--- src/rtl/mc_control_fsm_if.sv ---
// Memory-side handshake between the multicycle control unit and the memory/store-align path.
interface mc_control_fsm_if;
    logic       mem_req;
    logic       mem_ready;
    logic       adr_src;
    logic [3:0] mem_write;
    logic [3:0] mem_byte_mask;

    modport master (
        output mem_req,
        output adr_src,
        output mem_write,
        input  mem_ready,
        input  mem_byte_mask
    );

    modport slave (
        input  mem_req,
        input  adr_src,
        input  mem_write,
        output mem_ready,
        output mem_byte_mask
    );
endinterface

--- src/rtl/mc_control_fsm.sv ---
// RV32I multicycle control unit: wait-state memory handshake, bus watchdog,
// sticky trap state and retired-instruction counter.
module mc_control_fsm #(
    parameter int unsigned TIMEOUT  = 16,
    parameter int unsigned RETIRE_W = 32,
    parameter bit          TRAP_EN  = 1'b1
) (
    input  logic                clk,
    input  logic                reset,
    mc_control_fsm_if.master    bus,
    input  logic [6:0]          opcode,
    input  logic [2:0]          funct3,
    input  logic                zero_flag,
    input  logic [31:0]         alu_result,
    input  logic                trap_ack,
    output logic                ir_write,
    output logic                reg_write,
    output logic                pc_update,
    output logic [1:0]          pc_src,
    output logic                branch,
    output logic [1:0]          alu_src_a,
    output logic [1:0]          alu_src_b,
    output logic [1:0]          result_src,
    output logic                trap,
    output logic [1:0]          trap_cause,
    output logic                retire,
    output logic [RETIRE_W-1:0] retire_count,
    output logic [4:0]          fsm_state
);

    localparam logic [4:0] StFetch    = 5'd0;
    localparam logic [4:0] StDecode   = 5'd1;
    localparam logic [4:0] StExecR    = 5'd2;
    localparam logic [4:0] StJal      = 5'd3;
    localparam logic [4:0] StExecI    = 5'd4;
    localparam logic [4:0] StMemAdr   = 5'd5;
    localparam logic [4:0] StAluWb    = 5'd6;
    localparam logic [4:0] StMemWrite = 5'd7;
    localparam logic [4:0] StMemRead  = 5'd8;
    localparam logic [4:0] StMemWb    = 5'd9;
    localparam logic [4:0] StBranch   = 5'd10;
    localparam logic [4:0] StLui      = 5'd11;
    localparam logic [4:0] StAuipc    = 5'd12;
    localparam logic [4:0] StJalrCalc = 5'd13;
    localparam logic [4:0] StJalrLink = 5'd14;
    localparam logic [4:0] StTrap     = 5'd15;

    localparam logic [6:0] OpRType  = 7'b0110011;
    localparam logic [6:0] OpIType  = 7'b0010011;
    localparam logic [6:0] OpLoad   = 7'b0000011;
    localparam logic [6:0] OpSType  = 7'b0100011;
    localparam logic [6:0] OpBType  = 7'b1100011;
    localparam logic [6:0] OpJal    = 7'b1101111;
    localparam logic [6:0] OpJalr   = 7'b1100111;
    localparam logic [6:0] OpLui    = 7'b0110111;
    localparam logic [6:0] OpAuipc  = 7'b0010111;
    localparam logic [6:0] OpFence  = 7'b0001111;

    localparam logic       AdrPc       = 1'b0;
    localparam logic       AdrResult   = 1'b1;
    localparam logic [1:0] PcIncrement = 2'd0;
    localparam logic [1:0] PcJump      = 2'd1;
    localparam logic [1:0] PcAluResult = 2'd2;
    localparam logic [1:0] SrcAOldPc   = 2'd0;
    localparam logic [1:0] SrcARd1     = 2'd1;
    localparam logic [1:0] SrcAZero    = 2'd2;
    localparam logic [1:0] SrcBImmExt  = 2'd0;
    localparam logic [1:0] SrcBRd2     = 2'd1;
    localparam logic [1:0] SrcBFour    = 2'd2;
    localparam logic [1:0] ResAluOut   = 2'd0;
    localparam logic [1:0] ResData     = 2'd1;

    localparam logic [1:0] CauseNone    = 2'd0;
    localparam logic [1:0] CauseOpcode  = 2'd1;
    localparam logic [1:0] CauseFunct3  = 2'd2;
    localparam logic [1:0] CauseTimeout = 2'd3;

    localparam int unsigned WdW = (TIMEOUT > 1) ? $clog2(TIMEOUT) : 1;

    logic [4:0]          state_q, state_d;
    logic [1:0]          cause_q, cause_d;
    logic [WdW-1:0]      wd_q, wd_d;
    logic [RETIRE_W-1:0] count_q;

    logic       mem_req_s;
    logic       adr_src_s;
    logic [3:0] mem_write_s;
    logic       in_wait;
    logic       ill;
    logic [1:0] ill_cause;
    logic       taken;
    logic       wd_expire;

    // mem_ready on the final watchdog cycle still completes the access.
    assign wd_expire = (TIMEOUT != 0) && (wd_q == WdW'(TIMEOUT - 1)) && !bus.mem_ready;

    always_comb begin
        if (funct3[2]) begin
            taken = (alu_result == 32'd1);
        end else if (funct3[0]) begin
            taken = !zero_flag;
        end else begin
            taken = zero_flag;
        end
    end

    always_comb begin
        state_d     = state_q;
        cause_d     = cause_q;
        wd_d        = '0;
        mem_req_s   = 1'b0;
        adr_src_s   = AdrPc;
        mem_write_s = 4'b0000;
        ir_write    = 1'b0;
        reg_write   = 1'b0;
        pc_update   = 1'b0;
        pc_src      = PcIncrement;
        branch      = 1'b0;
        alu_src_a   = SrcAOldPc;
        alu_src_b   = SrcBImmExt;
        result_src  = ResAluOut;
        trap        = 1'b0;
        retire      = 1'b0;
        in_wait     = 1'b0;
        ill         = 1'b0;
        ill_cause   = CauseNone;

        case (state_q)
            StFetch: begin
                mem_req_s = 1'b1;
                in_wait   = 1'b1;
                if (bus.mem_ready) begin
                    ir_write  = 1'b1;
                    pc_update = 1'b1;
                    state_d   = StDecode;
                end
            end
            StDecode: begin
                case (opcode)
                    OpJal:           state_d = StJal;
                    OpRType:         state_d = StExecR;
                    OpIType:         state_d = StExecI;
                    OpLoad, OpSType: state_d = StMemAdr;
                    OpLui:           state_d = StLui;
                    OpAuipc:         state_d = StAuipc;
                    OpJalr:          state_d = StJalrCalc;
                    OpBType: begin
                        if (funct3[2:1] == 2'b01) begin
                            ill       = 1'b1;
                            ill_cause = CauseFunct3;
                        end else begin
                            state_d = StBranch;
                        end
                    end
                    OpFence: begin
                        retire  = 1'b1;
                        state_d = StFetch;
                    end
                    default: begin
                        ill       = 1'b1;
                        ill_cause = CauseOpcode;
                    end
                endcase
            end
            StExecR: begin
                alu_src_a = SrcARd1;
                alu_src_b = SrcBRd2;
                state_d   = StAluWb;
            end
            StExecI: begin
                alu_src_a = SrcARd1;
                state_d   = StAluWb;
            end
            StMemAdr: begin
                alu_src_a = SrcARd1;
                state_d   = (opcode == OpSType) ? StMemWrite : StMemRead;
            end
            StLui: begin
                alu_src_a = SrcAZero;
                state_d   = StAluWb;
            end
            StAuipc: state_d = StAluWb;
            StJal: begin
                alu_src_b = SrcBFour;
                pc_src    = PcJump;
                pc_update = 1'b1;
                state_d   = StAluWb;
            end
            StJalrCalc: begin
                alu_src_a = SrcARd1;
                state_d   = StJalrLink;
            end
            StJalrLink: begin
                alu_src_b = SrcBFour;
                pc_src    = PcAluResult;
                pc_update = 1'b1;
                state_d   = StAluWb;
            end
            StAluWb: begin
                reg_write = 1'b1;
                retire    = 1'b1;
                state_d   = StFetch;
            end
            StMemRead: begin
                mem_req_s = 1'b1;
                adr_src_s = AdrResult;
                in_wait   = 1'b1;
                if (bus.mem_ready) state_d = StMemWb;
            end
            StMemWb: begin
                result_src = ResData;
                reg_write  = 1'b1;
                retire     = 1'b1;
                state_d    = StFetch;
            end
            StMemWrite: begin
                mem_req_s   = 1'b1;
                adr_src_s   = AdrResult;
                mem_write_s = bus.mem_byte_mask;
                in_wait     = 1'b1;
                if (bus.mem_ready) begin
                    retire  = 1'b1;
                    state_d = StFetch;
                end
            end
            StBranch: begin
                alu_src_a = SrcARd1;
                alu_src_b = SrcBRd2;
                branch    = 1'b1;
                retire    = 1'b1;
                state_d   = StFetch;
                if (taken) begin
                    pc_src    = PcJump;
                    pc_update = 1'b1;
                end
            end
            StTrap: begin
                trap = 1'b1;
                if (trap_ack) begin
                    state_d = StFetch;
                    cause_d = CauseNone;
                end
            end
            default: state_d = StFetch;
        endcase

        if (ill) begin
            if (TRAP_EN) begin
                state_d = StTrap;
                cause_d = ill_cause;
            end else begin
                retire  = 1'b1;
                state_d = StFetch;
            end
        end

        if (in_wait && !bus.mem_ready) begin
            if (wd_expire) begin
                state_d = StTrap;
                cause_d = CauseTimeout;
            end else begin
                wd_d = wd_q + WdW'(1);
            end
        end
    end

    always_ff @(posedge clk or posedge reset) begin
        if (reset) begin
            state_q <= StFetch;
            cause_q <= CauseNone;
            wd_q    <= '0;
            count_q <= '0;
        end else begin
            state_q <= state_d;
            cause_q <= cause_d;
            wd_q    <= wd_d;
            if (retire) count_q <= count_q + RETIRE_W'(1);
        end
    end

    // Reset resolves to FETCH, which would otherwise request memory during reset.
    assign bus.mem_req   = mem_req_s && !reset;
    assign bus.adr_src   = adr_src_s;
    assign bus.mem_write = mem_write_s;
    assign trap_cause    = cause_q;
    assign retire_count  = count_q;
    assign fsm_state     = state_q;

endmodule

--- src/flat_wrapper.sv ---
// flat-port wrapper written by rule: the top's interface ports become plain ports
module mc_control_fsm_flat 
#(
    parameter int unsigned TIMEOUT  = 16,
    parameter int unsigned RETIRE_W = 32,
    parameter bit          TRAP_EN  = 1'b1
)
  (clk, reset, opcode, funct3, zero_flag, alu_result, trap_ack, ir_write, reg_write, pc_update, pc_src, branch, alu_src_a, alu_src_b, result_src, trap, trap_cause, retire, retire_count, fsm_state, bus_mem_req, bus_adr_src, bus_mem_write, bus_mem_ready, bus_mem_byte_mask);
  mc_control_fsm_if bus_i ();
  input  logic clk;
  input  logic reset;
  input  logic [6:0] opcode;
  input  logic [2:0] funct3;
  input  logic zero_flag;
  input  logic [31:0] alu_result;
  input  logic trap_ack;
  output logic ir_write;
  output logic reg_write;
  output logic pc_update;
  output logic [1:0] pc_src;
  output logic branch;
  output logic [1:0] alu_src_a;
  output logic [1:0] alu_src_b;
  output logic [1:0] result_src;
  output logic trap;
  output logic [1:0] trap_cause;
  output logic retire;
  output logic [RETIRE_W-1:0] retire_count;
  output logic [4:0] fsm_state;
  output wire logic [$bits(bus_i.mem_req)-1:0] bus_mem_req;
  output wire logic [$bits(bus_i.adr_src)-1:0] bus_adr_src;
  output wire logic [$bits(bus_i.mem_write)-1:0] bus_mem_write;
  input wire logic [$bits(bus_i.mem_ready)-1:0] bus_mem_ready;
  input wire logic [$bits(bus_i.mem_byte_mask)-1:0] bus_mem_byte_mask;
  assign bus_mem_req = bus_i.mem_req;
  assign bus_adr_src = bus_i.adr_src;
  assign bus_mem_write = bus_i.mem_write;
  assign bus_i.mem_ready = bus_mem_ready;
  assign bus_i.mem_byte_mask = bus_mem_byte_mask;
  mc_control_fsm #(.TIMEOUT(TIMEOUT), .RETIRE_W(RETIRE_W), .TRAP_EN(TRAP_EN)) u_core (.clk(clk), .reset(reset), .bus(bus_i), .opcode(opcode), .funct3(funct3), .zero_flag(zero_flag), .alu_result(alu_result), .trap_ack(trap_ack), .ir_write(ir_write), .reg_write(reg_write), .pc_update(pc_update), .pc_src(pc_src), .branch(branch), .alu_src_a(alu_src_a), .alu_src_b(alu_src_b), .result_src(result_src), .trap(trap), .trap_cause(trap_cause), .retire(retire), .retire_count(retire_count), .fsm_state(fsm_state));
endmodule
--- config.mk ---
export PLATFORM = sky130hd
export DESIGN_NAME = mc_control_fsm_flat
export DESIGN_NICKNAME = d
export VERILOG_FILES = /design/src/rtl/mc_control_fsm_if.sv /design/src/rtl/mc_control_fsm.sv /design/src/flat_wrapper.sv
export SDC_FILE = /design/constraint.sdc
export NUM_CORES = 1
export LEC_CHECK = 0
export BUFFER_PORTS_ARGS = -buffer_cell sky130_fd_sc_hd__buf_2
export CORE_MARGIN = 3
export CORE_UTILIZATION = 54
export CTS_BUF_LIST = sky130_fd_sc_hd__clkbuf_8
export DETAILED_ROUTE_END_ITERATION = 8
export PLACE_DENSITY = 0.91
export SYNTH_ARGS = -nofsm -noshare
export SYNTH_HDL_FRONTEND = slang
export SYNTH_SLANG_ARGS = --single-unit
--- constraint.sdc ---
create_clock -name clk -period 3.6 [get_ports clk]
set_input_delay 0.18 -clock clk [delete_from_list [all_inputs] [get_ports clk]]
set_output_delay 0.18 -clock clk [all_outputs]
set_load 0.01 [all_outputs]
# --- Yosys cells after proc, flatten, opt, wreduce, memory -nomap -nowiden ---
# Cells that the tools add are included.
word_totals:
  out_inout_bits: 59
  ff_bits: 43
  input_bits: 51
  wordCells: 94
classes:
  n_reduce_logical: 17
  n_addsub: 2
  eq_ne: 28
  muxes: 43
ops:
  columns: ["cell", "n"]
  rows:
  - ["$pmux 5 s9", 1]
  - ["$eq 5x4->1 const B", 8]
  - ["$mux 5", 8]
  - ["$pmux 5 s8", 1]
  - ["$add 32x1->32 const B", 1]
  - ["$eq 32x1->1 const B", 1]
  - ["$eq 7x6->1 const B", 3]
  - ["$eq 7x7->1 const B", 3]
  - ["$eq 5x3->1 const B", 4]
  - ["$mux 4", 4]
  - ["$mux 1", 15]
  - ["$eq 7x5->1 const B", 2]
  - ["$mux 2", 7]
  - ["$pmux 2 s2", 3]
  - ["$eq 5x2->1 const B", 2]
  - ["$reduce_or 2->1", 5]
  - ["$reduce_or 9->1", 1]
  - ["$eq 7x2->1 const B", 1]
  - ["$eq 7x4->1 const B", 1]
  - ["$pmux 1 s3", 2]
  - ["$pmux 2 s3", 1]
  - ["$reduce_or 3->1", 2]
  - ["$reduce_or 6->1", 1]
  - ["$eq 5x1->1 const B", 1]
  - ["other kinds (8)", 12]

# --- Logic depth before layout (Yosys ltp) ---
# Gate-level depths: netlist of run 1.
logic_depth:
  depth_word: 7
  ltp_mapped: 7
  ltp_nobuf: 6

# --- Least setup slack after synthesis of run 1 ---
# Ideal clock, no wire load.
synth_timing:
  path_kind: "reg-to-reg"
  start: "register u_core.count_q[6], in the netlist u_core.retire_count[6]"
  end: "register u_core.count_q[23], in the netlist u_core.retire_count[23]"
  arrival_time_ps: 2364
  setup_slack_ps: 1110
  setup_time_ps: 126
  required_ps: 3474
  path_buffers: 2
  path_stages_with_launch: 8
  period_less_slack_ps: 2490
  cell_sequence: "dfrtp_1 -> nand4_2 -> or4_1 -> buf_2 -> or4_4 -> buf_6 -> or3_1 -> xnor2_1"
synth_between:
  elab_chain_cells: 1
synth_lines:
  columns: ["item", "line_no", "rtl"]
  rows:
  - ["start, declared", "mc_control_fsm.sv:83", "logic [RETIRE_W-1:0] count_q;"]
  - ["start signal, assigned", "mc_control_fsm.sv:277", "if (retire) count_q <= count_q + RETIRE_W'(1);"]
  - ["$add 32x1->32", "mc_control_fsm.sv:277", null]
# Every way passes these cells.
# A chain may end at the register's enable or synchronous reset.

# --- Final worst setup path of run 1 ---
layout_timing:
  start: "register u_core.state_q[1], in the netlist u_core.fsm_state[1]"
  end: "register u_core.count_q[7], in the netlist u_core.retire_count[7]"
layout_between:
  elab_chain_cells: 3
  word_cells_on_any_way: 7
  cone_classes: "eq/ne: 5; mux: 1; reduce/logical: 1"
layout_lines:
  columns: ["item", "line_no", "rtl"]
  rows:
  - ["start, declared", "mc_control_fsm.sv:80", "logic [4:0] state_q, state_d;"]
  - ["start signal, assigned", "mc_control_fsm.sv:269", "state_q <= StFetch;"]
  - ["start signal, assigned", "mc_control_fsm.sv:274", "state_q <= state_d;"]
  - ["$eq 5x3->1 or $eq 5x4->1 (tied branches)", "mc_control_fsm.sv:128", "case (state_q)"]
  - ["$reduce_or 3->1 (no line)", null, null]
  - ["$pmux 1 s3 *", "mc_control_fsm.sv:128", null]
# Mark *: on every way between the ends. The rest lies on a longest branch, timed or not.

==> results of run 1 <==
sequential cells by signal, indices dropped and copies added, names as in the netlist:
| register | count |
|---|---|
| u_core.wd_q | 4 |
| u_core.trap_cause | 2 |
| u_core.fsm_state | 5 |
| u_core.retire_count | 32 |
Yosys cell counts (all sizes together), types with 3 or more instances:
library cell   n  area [µm²]
clkbuf        14        52.6
dfrtp         43        1080
nor3          21         105
inv           12        45.0
and3           7        43.8
buf            3        23.8
nand2         26        97.6
xor2          24         210
nor2b          3        18.8
nor3b          4        35.0
nand2b         7        43.8
or3            3        18.8
nor4          22         144
and2           4        25.0
xnor2         11        96.3
a31oi          3        18.8
a21oi          9        45.0
nand4          7        50.1
o21ai          9        48.8
nand3         12        60.1
nor2          24        90.1
how the worst min path moves through the flow:
stage | startpoint | endpoint | cells past startpoint
2_1_floorplan | bus_mem_ready | u_core.wd_q[2]$_DFF_PP0_ | 1
3_3_place_gp | reset | u_core.wd_q[2]$_DFF_PP0_ | 3
6_report | reset | u_core.retire_count[26]$_DFFE_PP0P_ | 3
4_1_cts | reset | u_core.trap_cause[1]$_DFF_PP0_ | 3
5_1_grt | reset | u_core.retire_count[4]$_DFFE_PP0P_ | 3
3_5_place_dp | reset | u_core.fsm_state[0]$_DFF_PP0_ | 3
cell families (layout without fill, tap and decap cells):
family,count (synthesis),in the layout
compound gates,36,36
xor+xnor,35,35
fa+ha+maj,2,2
buf+inv,29,131
flops,43,43
mux,2,2
other cells,1,2
simple gates,155,155
layer usage:
metal | wire, µm | up-vias | GRT usage (%)
met5 | 0 | - | 0
met4 | 232 | 0 | 13.4
met3 | 466 | 21 | 4.85
met1 | 2790 | 1309 | 29.7
met2 | 3650 | 122 | 41.5
li1 | - | 1293 | -
through the flow:
stage	instances	instance area, µm²	hold slack (ps)	utilization (%)	worst slack, ps
6_report	471	3320	8.11	72.8	944
5_1_grt	471	3320	67.9	72.8	736
3_5_place_dp	463	3240	349	71.0	972
3_3_place_gp	463	3240	342	71.0	1120
4_1_cts	471	3320	24.5	72.8	953
2_1_floorplan	304	2670	250	-	1110
cell type report:
type | instances | area [µm²] | area share [%]
tap | 65 | 81.3 | 2.45
clock inverter | 3 | 16.3 | 0.489
multi-input combinational | 232 | 1470 | 44.3
inverter | 12 | 45.0 | 1.35
clock buffer | 5 | 68.8 | 2.07
sequential | 43 | 1080 | 32.4
timing repair buffer | 111 | 563 | 16.9
worst max-delay path: stages (launching register included):
cell and delay, ps:
sky130_fd_sc_hd__dfrtp_1 590, sky130_fd_sc_hd__and2_0 340, sky130_fd_sc_hd__a32o_1 290, sky130_fd_sc_hd__o21ai_2 870
sky130_fd_sc_hd__nor3_1 210, sky130_fd_sc_hd__xor2_1 220
report_power, final:
part	internal (mW)	switching, mW	total (mW)
registers	0.525	0.112	0.637
clock network	0.133	0.167	0.300
logic	0.177	0.207	0.384
==> out/summary.md, run 1 <==
The flow ran to the end, and the final reports show no timing, DRC or antenna violations. During synthesis, Yosys emitted a total of 0 warnings. The die covers 0.00582 mm².

Of all flip-flops after synthesis, the portion carrying an async set or reset was 100%. The start-to-end type of the worst setup path is register to register. The number of antenna violations at the first check in global routing was 0.

Detailed placement ended at an HPWL of 5480 µm. Post-CTS timing repair inserted 0 buffers for setup. The tools report the capture point of the critical path as u_core.retire_count[7]$_DFFE_PP0P_. After synthesis the netlist holds a flip-flop and latch count of 43. The chip height was 76.3 µm.

Destination of the worst register-to-register timing path: u_core.retire_count[7]$_DFFE_PP0P_. Max-cap violations in this run came to 0. For this run, design rule violations remaining after detail routing come to 0. The pin count of the biggest net entering global routing was 44. The first-pass GRT wire length was 11900 µm; the area of the mapped netlist was 0.00267 mm². Count of nets after finishing: 458. TritonCTS built the clock tree. The combinational family with the most area after synthesis is simple AND/OR/NAND/NOR gates.

Cells with a size suffix above 1 make up 32.0% of the layout. For this design the static power due to leakage is 1.74 nW. The iteration-0 DRC count of the detailed router was 131. For this configuration, the core starts out at a cell density of 58.4%. The run gives 0 as the sum of overflow across all layers after global routing. The number of enable flip-flop cells after synthesis is 0. Synthesized area per cell: 8.80 µm². For the number of max-slew violations in the final report, the log shows 0.

For this run, the top clock speed supported by timing is 377 MHz. In the synthesized netlist the dominant register cell turns out to be sky130_fd_sc_hd__dfrtp_1. Sort of element at the end of the critical path: a register. The share of the clock period used by the worst path after layout is 73.8%. The run gives 940 ps as the internal reg-to-reg setup slack. The run gives 0 as the post-cts resize count.

After clock tree synthesis, the clock-pin slew on the worst setup and hold paths is 90 ps. The run gives 303 as the number of instances in the synthesized netlist. The number of hold-repair buffers added at the cts stage is 0. For the clock latency on the worst-skew pair, the log shows 300 ps. The synthesized netlist devotes 9.24% of its cell area to compound gates. The depth of the worst register-to-register path works out to 5. Setup repair after global routing left no endpoint under its margin. The number of input and output port buffers inserted was 108. Setup violations remaining at the end of the flow were counted as 0. The completed layout was analyzed and its total power is 1.32 mW.

The xor and xnor fraction of the mapped netlist area came out at 11.5%. The worst path needs 2660 ps of the cycle, external delays included. In this run the worst path has a maximum fanout of 28. Counting every sink on the clock net gives 43. Boundary pin count: 110. Dividing the detail-routed wire length by the instance count gives 15.2 µm. The logs give 24.7% for the total routing resource utilization after global routing and 56 for the distinct cell type count of the synthesized netlist. Part of the Yosys area used for sequential elements: 40.3%.

The path class of the tightest hold or removal check is input port to async pin. Total power divided by cell area: 397 mW/mm². For the worst setup path, the data arrival time is 2820 ps. The tools report the critical path data required time as 3760 ps.

After floorplanning, the core was divided into 24 placement rows. Of the total synthesized cell area, the portion taken by AND, OR, NAND and NOR gates is 32.5%. The total negative slack was 0 ps; the count of final hold-check violations was 0.

In the layout the commonest cells are sky130_fd_sc_hd__buf_2 (108), sky130_fd_sc_hd__dfrtp_1 (43), sky130_fd_sc_hd__nand2_1 (26). The portion of synthesized area spent on multiplexers is 0.797%. The layout filler cell count was 342; the total core area was 0.00456 mm². The clock passes through at most 2 buffers. The worst voltage drop across the vdd grid is 181 µV, and the width of the die is 76.3 µm. Routability-driven placement finished with a final weighted congestion of 0.939.

Between clock sinks in the finished design, the worst skew comes to 10.0 ps. The most common cell after layout, fill and taps aside was sky130_fd_sc_hd__buf_2. The clock tree root driver cell was sky130_fd_sc_hd__clkbuf_8. The total inserted antenna cells was 0. Reg-to-reg startpoint: u_core.fsm_state[1]$_DFF_PP0_. At the pin with the least slew margin, the transition time is 1110 ps.

The via count of the routed design was 2745. The number of global-route vias before repair was 2667; the layout-stage area growth over the synthesis result was 24.6%. The depth of the CTS H-tree is 2. Of the total synthesized cell area, the portion taken by full adders, half adders and majority gates is 0.938%. The tools report the final antenna-violating net count as 0. Wires add up to 7140 µm.

The worst pin sits at a relative slew slack of 25.9%. The average via count per standard cell is 5.83, and the clock buffer count from CTS is 5. STA classifies the critical path startpoint as a register.

The tools report the first-pass iteration count of the detailed router as 4. The most critical setup path has its startpoint at u_core.fsm_state[1]$_DFF_PP0_.
(Power assumes the default switching activity.)
==> run 2, diff against run 1 <==
CORE_UTILIZATION = 50   (was 54)
PLACE_DENSITY = 0.86   (was 0.91)
clock period = 2.7 ns   (was 3.6 ns; I/O delays follow)
==> out/summary.md, run 2 (synthesis gave the netlist of run 1 again) <==
Start point of the critical path: u_core.retire_count[6]$_DFFE_PP0P_. Cells with a size suffix above 1 make up 32.8% of the layout. The startpoint kind of the worst setup timing path is a register. The clock arrives with 9.67 ps of skew. Entering global routing, the biggest net connects 44 pins.

The clock passes through at most 2 buffers. The run gives 253 µV as the worst voltage drop across the vdd grid. Using the TritonRoute via totals, the vias-per-cell ratio works out to 5.59. Most common cell after layout, fill and taps aside: sky130_fd_sc_hd__buf_2. The register with the most flip-flops in the layout has 32 of them. The routed wire length came out at 7040 µm. In this run the static leakage power is 1.77 nW. At the end of routability-driven placement, the weighted congestion stood at 0.973. For this run, the total global-route usage over all layers was measured as 23.6%. Clock tree root driver cell: sky130_fd_sc_hd__clkbuf_8.

For the internal reg-to-reg setup slack, the log shows 150 ps. The run gives 0 as the total inserted antenna cells. The instance area after placement was 0.00328 mm²; the reported net switching power was 0.639 mW. The pre-antenna-repair detailed-routing pass consisted of 4 iterations. Of all nets on the critical path, the largest fanout is 10. In this run the critical register-to-register path is launched from u_core.retire_count[6]$_DFFE_PP0P_.

The worst hold path begins at bus_mem_ready. The detailed router finished its first iteration with 190 violations. The count of final hold-check violations is 0. The depth of the worst register-to-register path was 5; the final antenna-violating net count was 0.

Boundary pin count: 110. Setup repair after global routing left no endpoint under its margin. Headroom to the max-slew limit came out at 46.8%.

TritonCTS built the clock tree. Clock-pin slew was measured on the worst setup and hold paths at 80 ps. The share of total power dissipated in sequential elements is 45.0%. Once the clock tree was built, the resizer swapped 0 gates to a different size. STA classifies the critical path endpoint as a register. The flow ran to the end, and the final reports show no timing, DRC or antenna violations.

Layout-stage area growth over the synthesis result: 26.5%. The tools report the destination of the worst register-to-register timing path as u_core.retire_count[23]$_DFFE_PP0P_. The width of the die is 79.0 µm, and the total core area is 0.00494 mm². The floorplan step defined a die boundary enclosing 0.00625 mm². The first global-routing pass estimated 11700 µm of wire. The clock latency on the worst-skew pair is 300 ps, and the instance count along the most critical hold path is 2. After detailed routing, the number of remaining DRC violations is 0. The tools report the number of antenna violations at the first check in global routing as 0.

The share of the clock period used by the worst path after layout was 94.6%; the total negative slack was 0 ps. Buffers placed on the I/O ports in this run total 108. The tool flagged a number of max-cap violations equal to 0. The layout filler cell count was 399; the net switching fraction of the power was 36.0%. In this run, CTS created clock tree buffers numbering 5. Of the total power, combinational logic draws 32.6%. The worst path in the final design needs a cycle of 2550 ps, including I/O delays and setup. The via count of the routed design is 2679, and the post-route cell area is 0.00337 mm². At the end of the flow, the number of nets in the layout was 464. Power spread over the standard cell area amounts to 526 mW/mm². In the layout the commonest cells are sky130_fd_sc_hd__buf_2 (108), sky130_fd_sc_hd__dfrtp_1 (43), sky130_fd_sc_hd__nand2_1 (26). For hold timing, the worst endpoint is u_core.wd_q[2]$_DFF_PP0_. Data arrives at the worst endpoint at 2750 ps. The maximum achievable frequency was 392 MHz; the number of max-slew violations in the final report was 0. The tree built by TritonCTS fans out to 43 sinks.

Summed over all layers, the global routing overflow is 0. The routed length per placed instance was 14.7 µm; the initial standard-cell utilization of the core was 54.0%. The tools report the number of global-route vias before repair as 2543. The worst setup path is of the register to register kind. The chip height came out at 79.0 µm. CTS built an H-tree with a depth of 2. Transition time of the tightest slew-check pin: 778 ps. The critical path data required time was 2890 ps. The logs give 5470 µm for the total half-perimeter wirelength after legalization and detailed placement and 22.4% for the clock group share of total power. The run gives 25 as the floorplan row count. Cell internal power was estimated by the tool at 1.14 mW. The path class of the tightest hold or removal check is input port to register.

Setup violations remaining at the end of the flow were counted as 0.
run 2: changes by cell type in the layout (fill, tap and decap cells not counted):
cell                            change
sky130_fd_sc_hd__buf_4              +5
sky130_fd_sc_hd__dlygate4sd3_1      +1
run 2: repair_timing:
item,in CTS,in global routing
endpoints found under the hold margin,43,0
hold buffers,1,0
setup buffers,0,0
run 2: through the flow:
stage | util [%] | instances | worst slack, ps | power (mW) | hold slack [ps]
floorplan | - | 304 | 210 | 1.16 | 205
finish | 68.3 | 479 | 147 | 1.77 | 87.9
detailed placement | 66.4 | 470 | 194 | 1.38 | 301
global route | 68.3 | 479 | 59.3 | 1.89 | 97.4
CTS | 68.3 | 479 | 170 | 1.77 | 81.6
global placement | 66.4 | 470 | 251 | 1.37 | 300
run 2: area by class of cell:
type / count / area (µm²) / area share [%]
tap: 67 / 83.8 / 2.48
clock buffer: 5 / 68.8 / 2.04
timing repair buffer: 117 / 611 / 18.1
multi-input combinational: 232 / 1470 / 43.7
sequential: 43 / 1080 / 31.9
clock inverter: 3 / 16.3 / 0.482
inverter: 12 / 45.0 / 1.33
run 2: power by group through the flow:
stage                     registers [mW]  clock network, mW  logic, mW
final                              0.799              0.397      0.579
after global routing               0.811              0.434      0.645
after CTS                          0.797              0.401      0.577
after detailed placement           0.810                  0      0.573
after global placement             0.809                  0      0.563
after floorplan                    0.792                  0      0.370
run 2: worst max-delay path, stage by stage, from the launching register on:
cell	delay, ps
sky130_fd_sc_hd__dfrtp_1	440
sky130_fd_sc_hd__nand4_2	170
sky130_fd_sc_hd__or4_1	650
sky130_fd_sc_hd__or4_4	640
sky130_fd_sc_hd__or3_1	400
sky130_fd_sc_hd__xnor2_1	140
run 2: routing by layer:
layer,vias up,wire length [µm],share of wire (%),global-route usage [%]
met4,0,165,2.3,9.45
li1,1298,-,-,-
met1,1229,2810,40,30.3
met3,16,592,8.4,5.44
met2,136,3470,49,38.5
met5,-,0,0,0
run 2: how the worst max path moves through the flow:
| stage | end | slack, ps |
|---|---|---|
| floorplan | u_core.retire_count[23]$_DFFE_PP0P_ | 210 |
| global placement | u_core.retire_count[23]$_DFFE_PP0P_ | 250 |
| detailed placement | u_core.retire_count[23]$_DFFE_PP0P_ | 190 |
| CTS | u_core.retire_count[23]$_DFFE_PP0P_ | 170 |
| global route | u_core.retire_count[23]$_DFFE_PP0P_ | 60 |
| finish | u_core.retire_count[23]$_DFFE_PP0P_ | 150 |
==> run 3, diff against run 2 <==
GPL_TIMING_DRIVEN = 0   (was default)
==> out/summary.md, run 3 (synthesis gave the netlist of run 1 again) <==
The run finished with clean final reports. The number of antenna violations at the first check in global routing came out at 0. The placed cell count was 478; the worst clock skew was 10.5 ps. The post-CTS clock slew at the launch and capture registers of the worst setup and hold paths was 80 ps; the pin count of the biggest net entering global routing was 44.

The tools report the floorplan row count as 25. The depth of the worst register-to-register path works out to 7. The most common cell after layout, fill and taps aside was sky130_fd_sc_hd__buf_2.

The clock tree root driver cell was sky130_fd_sc_hd__clkbuf_8. After routing the design area is 0.00341 mm². Across the run, the number of max-cap violations was 0.

The logs give 11900 µm for the first-pass GRT wire length and 22.0% for the clock group share of total power. In this run, the combinational gates consume 34.8% of the power. The delay of the slowest cell on the worst path came out at 550 ps. The internal portion of total power came out at 1.14 mW. Overall power consumption after layout is estimated at 1.81 mW. After layout, the worst path uses 96.3% of the clock period. The HPWL after detailed placement is 5610 µm. The logs give 0 for the number of max-slew violations in the final report and 5 for the clock buffer count from CTS. The tools report the total inserted antenna cells as 0.

In this run the register-to-register setup slack is 100 ps. For this design, the slowest cell found on the critical path is sky130_fd_sc_hd__or4_1. The die covers 0.00625 mm².

After detailed routing, the average wire length per cell comes to 14.9 µm. Dividing total power by cell area gives a power density of 529 mW/mm². Start-to-end type of the worst setup path: register to register. For this block, the initial DRC count from the detailed router was 232.

The fraction of power consumed by sequential logic was 43.2%; the total routing resource utilization after global routing was 23.6%. For the total negative slack, the log shows 0 ps. Clock tree synthesis found a total of 43 sinks. The clock passes through at most 2 buffers.

Setup repair after global routing left no endpoint under its margin. The transition time of the tightest slew-check pin is 864 ps, and the first-pass iteration count of the detailed router is 5. For the count of final hold-check violations, the log shows 0. Critical path data required time: 2880 ps. Number of global-route vias before repair: 2596.

The instance area after placement is 0.00329 mm². Counting both buffers and inverters, the worst setup path holds a total of 2. The worst voltage drop across the vdd grid was 298 µV; the initial standard-cell utilization of the core was 54.0%.

TritonCTS built the clock tree. The routed layout has 2762 vias. Net switching is 36.8% of the power. Along the worst path, the maximum fanout reaches 10. For this design the static power due to leakage is 1.77 nW. The sort of element at the end of the critical path is a register.

The fraction of layout instances using a drive strength above 1 works out to 32.3%. Maximum achievable frequency: 385 MHz. For the number of hold-repair buffers added at the cts stage, the log shows 0. For the post-route core utilization, the log shows 69.1%.

The sum of overflow across all layers after global routing was 0; the critical path arrival was 2780 ps. The chip height is 79.0 µm, and the shortest period the worst path allows is 2600 ps. Clock latency on the worst-skew pair: 300 ps.

The worst register-to-register path begins at u_core.retire_count[6]$_DFFE_PP0P_. Setup violations remaining at the end of the flow were counted as 0. The library cells used most frequently in the layout, excluding fill and tap cells, are sky130_fd_sc_hd__buf_2 (108), sky130_fd_sc_hd__dfrtp_1 (43), sky130_fd_sc_hd__nand2_1 (26).

The tools report the routed wire length as 7250 µm. The area growth from synthesis to layout is 28.0%. Traced cell by cell, the critical path runs through nand4_2 -> or4_1 -> buf_2 -> or4_4 -> buf_6 -> or3_1 -> xnor2_1. After the last flow step, the layout net total stands at 473.

The depth of the CTS H-tree was 2. In the routed design, unresolved DRC markers number 0. STA classifies the critical path startpoint as a register.

Headroom to the max-slew limit came out at 40.9%. The die is 79.0 µm wide. The congestion estimate from routability-driven global placement came to 0.977.

The core region is 0.00494 mm². The detail route stage leaves a number of antenna-violating nets equal to 0. Number of input and output port buffers inserted: 107. Gate family responsible for the most delay along the worst path: simple AND/OR/NAND/NOR gates. 110 I/O pins were placed.

Once layout is complete, the cells apart from fillers number 488. Class of the tightest hold or removal check: input port to async pin. In this run the power spent charging and discharging nets is 0.665 mW. In this run the critical register-to-register path is captured at u_core.retire_count[23]$_DFFE_PP0P_.

The register with the most flip-flops in the layout has 32 of them. In the routed layout, each cell is associated on average with a via count of 5.66.
## run 3: cell types whose count changed in the layout (fill, tap and decap cells not counted), sizes merged
| cell | change |
|---|---|
| buf | -4 |
| dlygate4sd3 | -1 |
| clkbuf | +14 |
## run 3: through the flow
stage	worst slack (ps)	hold slack, ps
finish	100	26.1
global route	19.1	107
CTS	30.8	53.9
detailed placement	111	373
global placement	155	406
floorplan	210	205
## run 3: power by group through the flow
stage / registers, mW / logic [mW] / clock network (mW)
after floorplan: 0.792 / 0.370 / 0
after global placement: 0.784 / 0.589 / 0
after detailed placement: 0.788 / 0.601 / 0
after CTS: 0.776 / 0.604 / 0.403
after global routing: 0.787 / 0.698 / 0.423
final: 0.781 / 0.629 / 0.397
## run 3: timing repair
item / 4_1_cts / 5_1_grt
setup endpoints to repair: 0 / 21
resized for setup: 0 / 8
hold endpoints to repair: 0 / 0
setup buffers: 0 / 2
## run 3: worst reg2reg max path, cell delays in order (launching register included)
cell and delay (ps):
sky130_fd_sc_hd__dfrtp_1 440, sky130_fd_sc_hd__nand4_2 160, sky130_fd_sc_hd__or4_1 550, sky130_fd_sc_hd__buf_2 180, sky130_fd_sc_hd__or4_4 510, sky130_fd_sc_hd__buf_6 160
sky130_fd_sc_hd__or3_1 360, sky130_fd_sc_hd__xnor2_1 130
## run 3: worst max-delay path by stage
stage,startpoint,endpoint,slack (ps),cells after the start
floorplan,u_core.retire_count[6]$_DFFE_PP0P_,u_core.retire_count[23]$_DFFE_PP0P_,210,7
global placement,u_core.retire_count[6]$_DFFE_PP0P_,u_core.retire_count[23]$_DFFE_PP0P_,150,7
detailed placement,u_core.fsm_state[0]$_DFF_PP0_,u_core.fsm_state[0]$_DFF_PP0_,110,6
CTS,u_core.fsm_state[0]$_DFF_PP0_,u_core.retire_count[16]$_DFFE_PP0P_,30,7
global route,u_core.retire_count[6]$_DFFE_PP0P_,u_core.retire_count[24]$_DFFE_PP0P_,20,7
finish,u_core.retire_count[6]$_DFFE_PP0P_,u_core.retire_count[23]$_DFFE_PP0P_,100,7
## run 3: cell type report
| type | instances | area [µm²] |
|---|---|---|
| clock buffers | 5 | 68.8 |
| clock inverters | 3 | 16.3 |
| fillers | 416 | 1530 |
| plain buffers | 17 | 78.8 |
| multi-input cells | 232 | 1490 |
| inverters | 12 | 45.0 |
| well taps | 67 | 83.8 |
| repair buffers | 109 | 551 |
| flip-flops and latches | 43 | 1080 |
## run 3: metal layers
metal,wire length [µm],share of wire [%],up-vias,track usage [%]
li1,-,-,1320,-
met1,2950,41,1282,30.9
met2,3570,49,148,39.2
met3,623,8.6,12,4.31
met4,110,1.5,0,8.08
met5,0,0,-,0
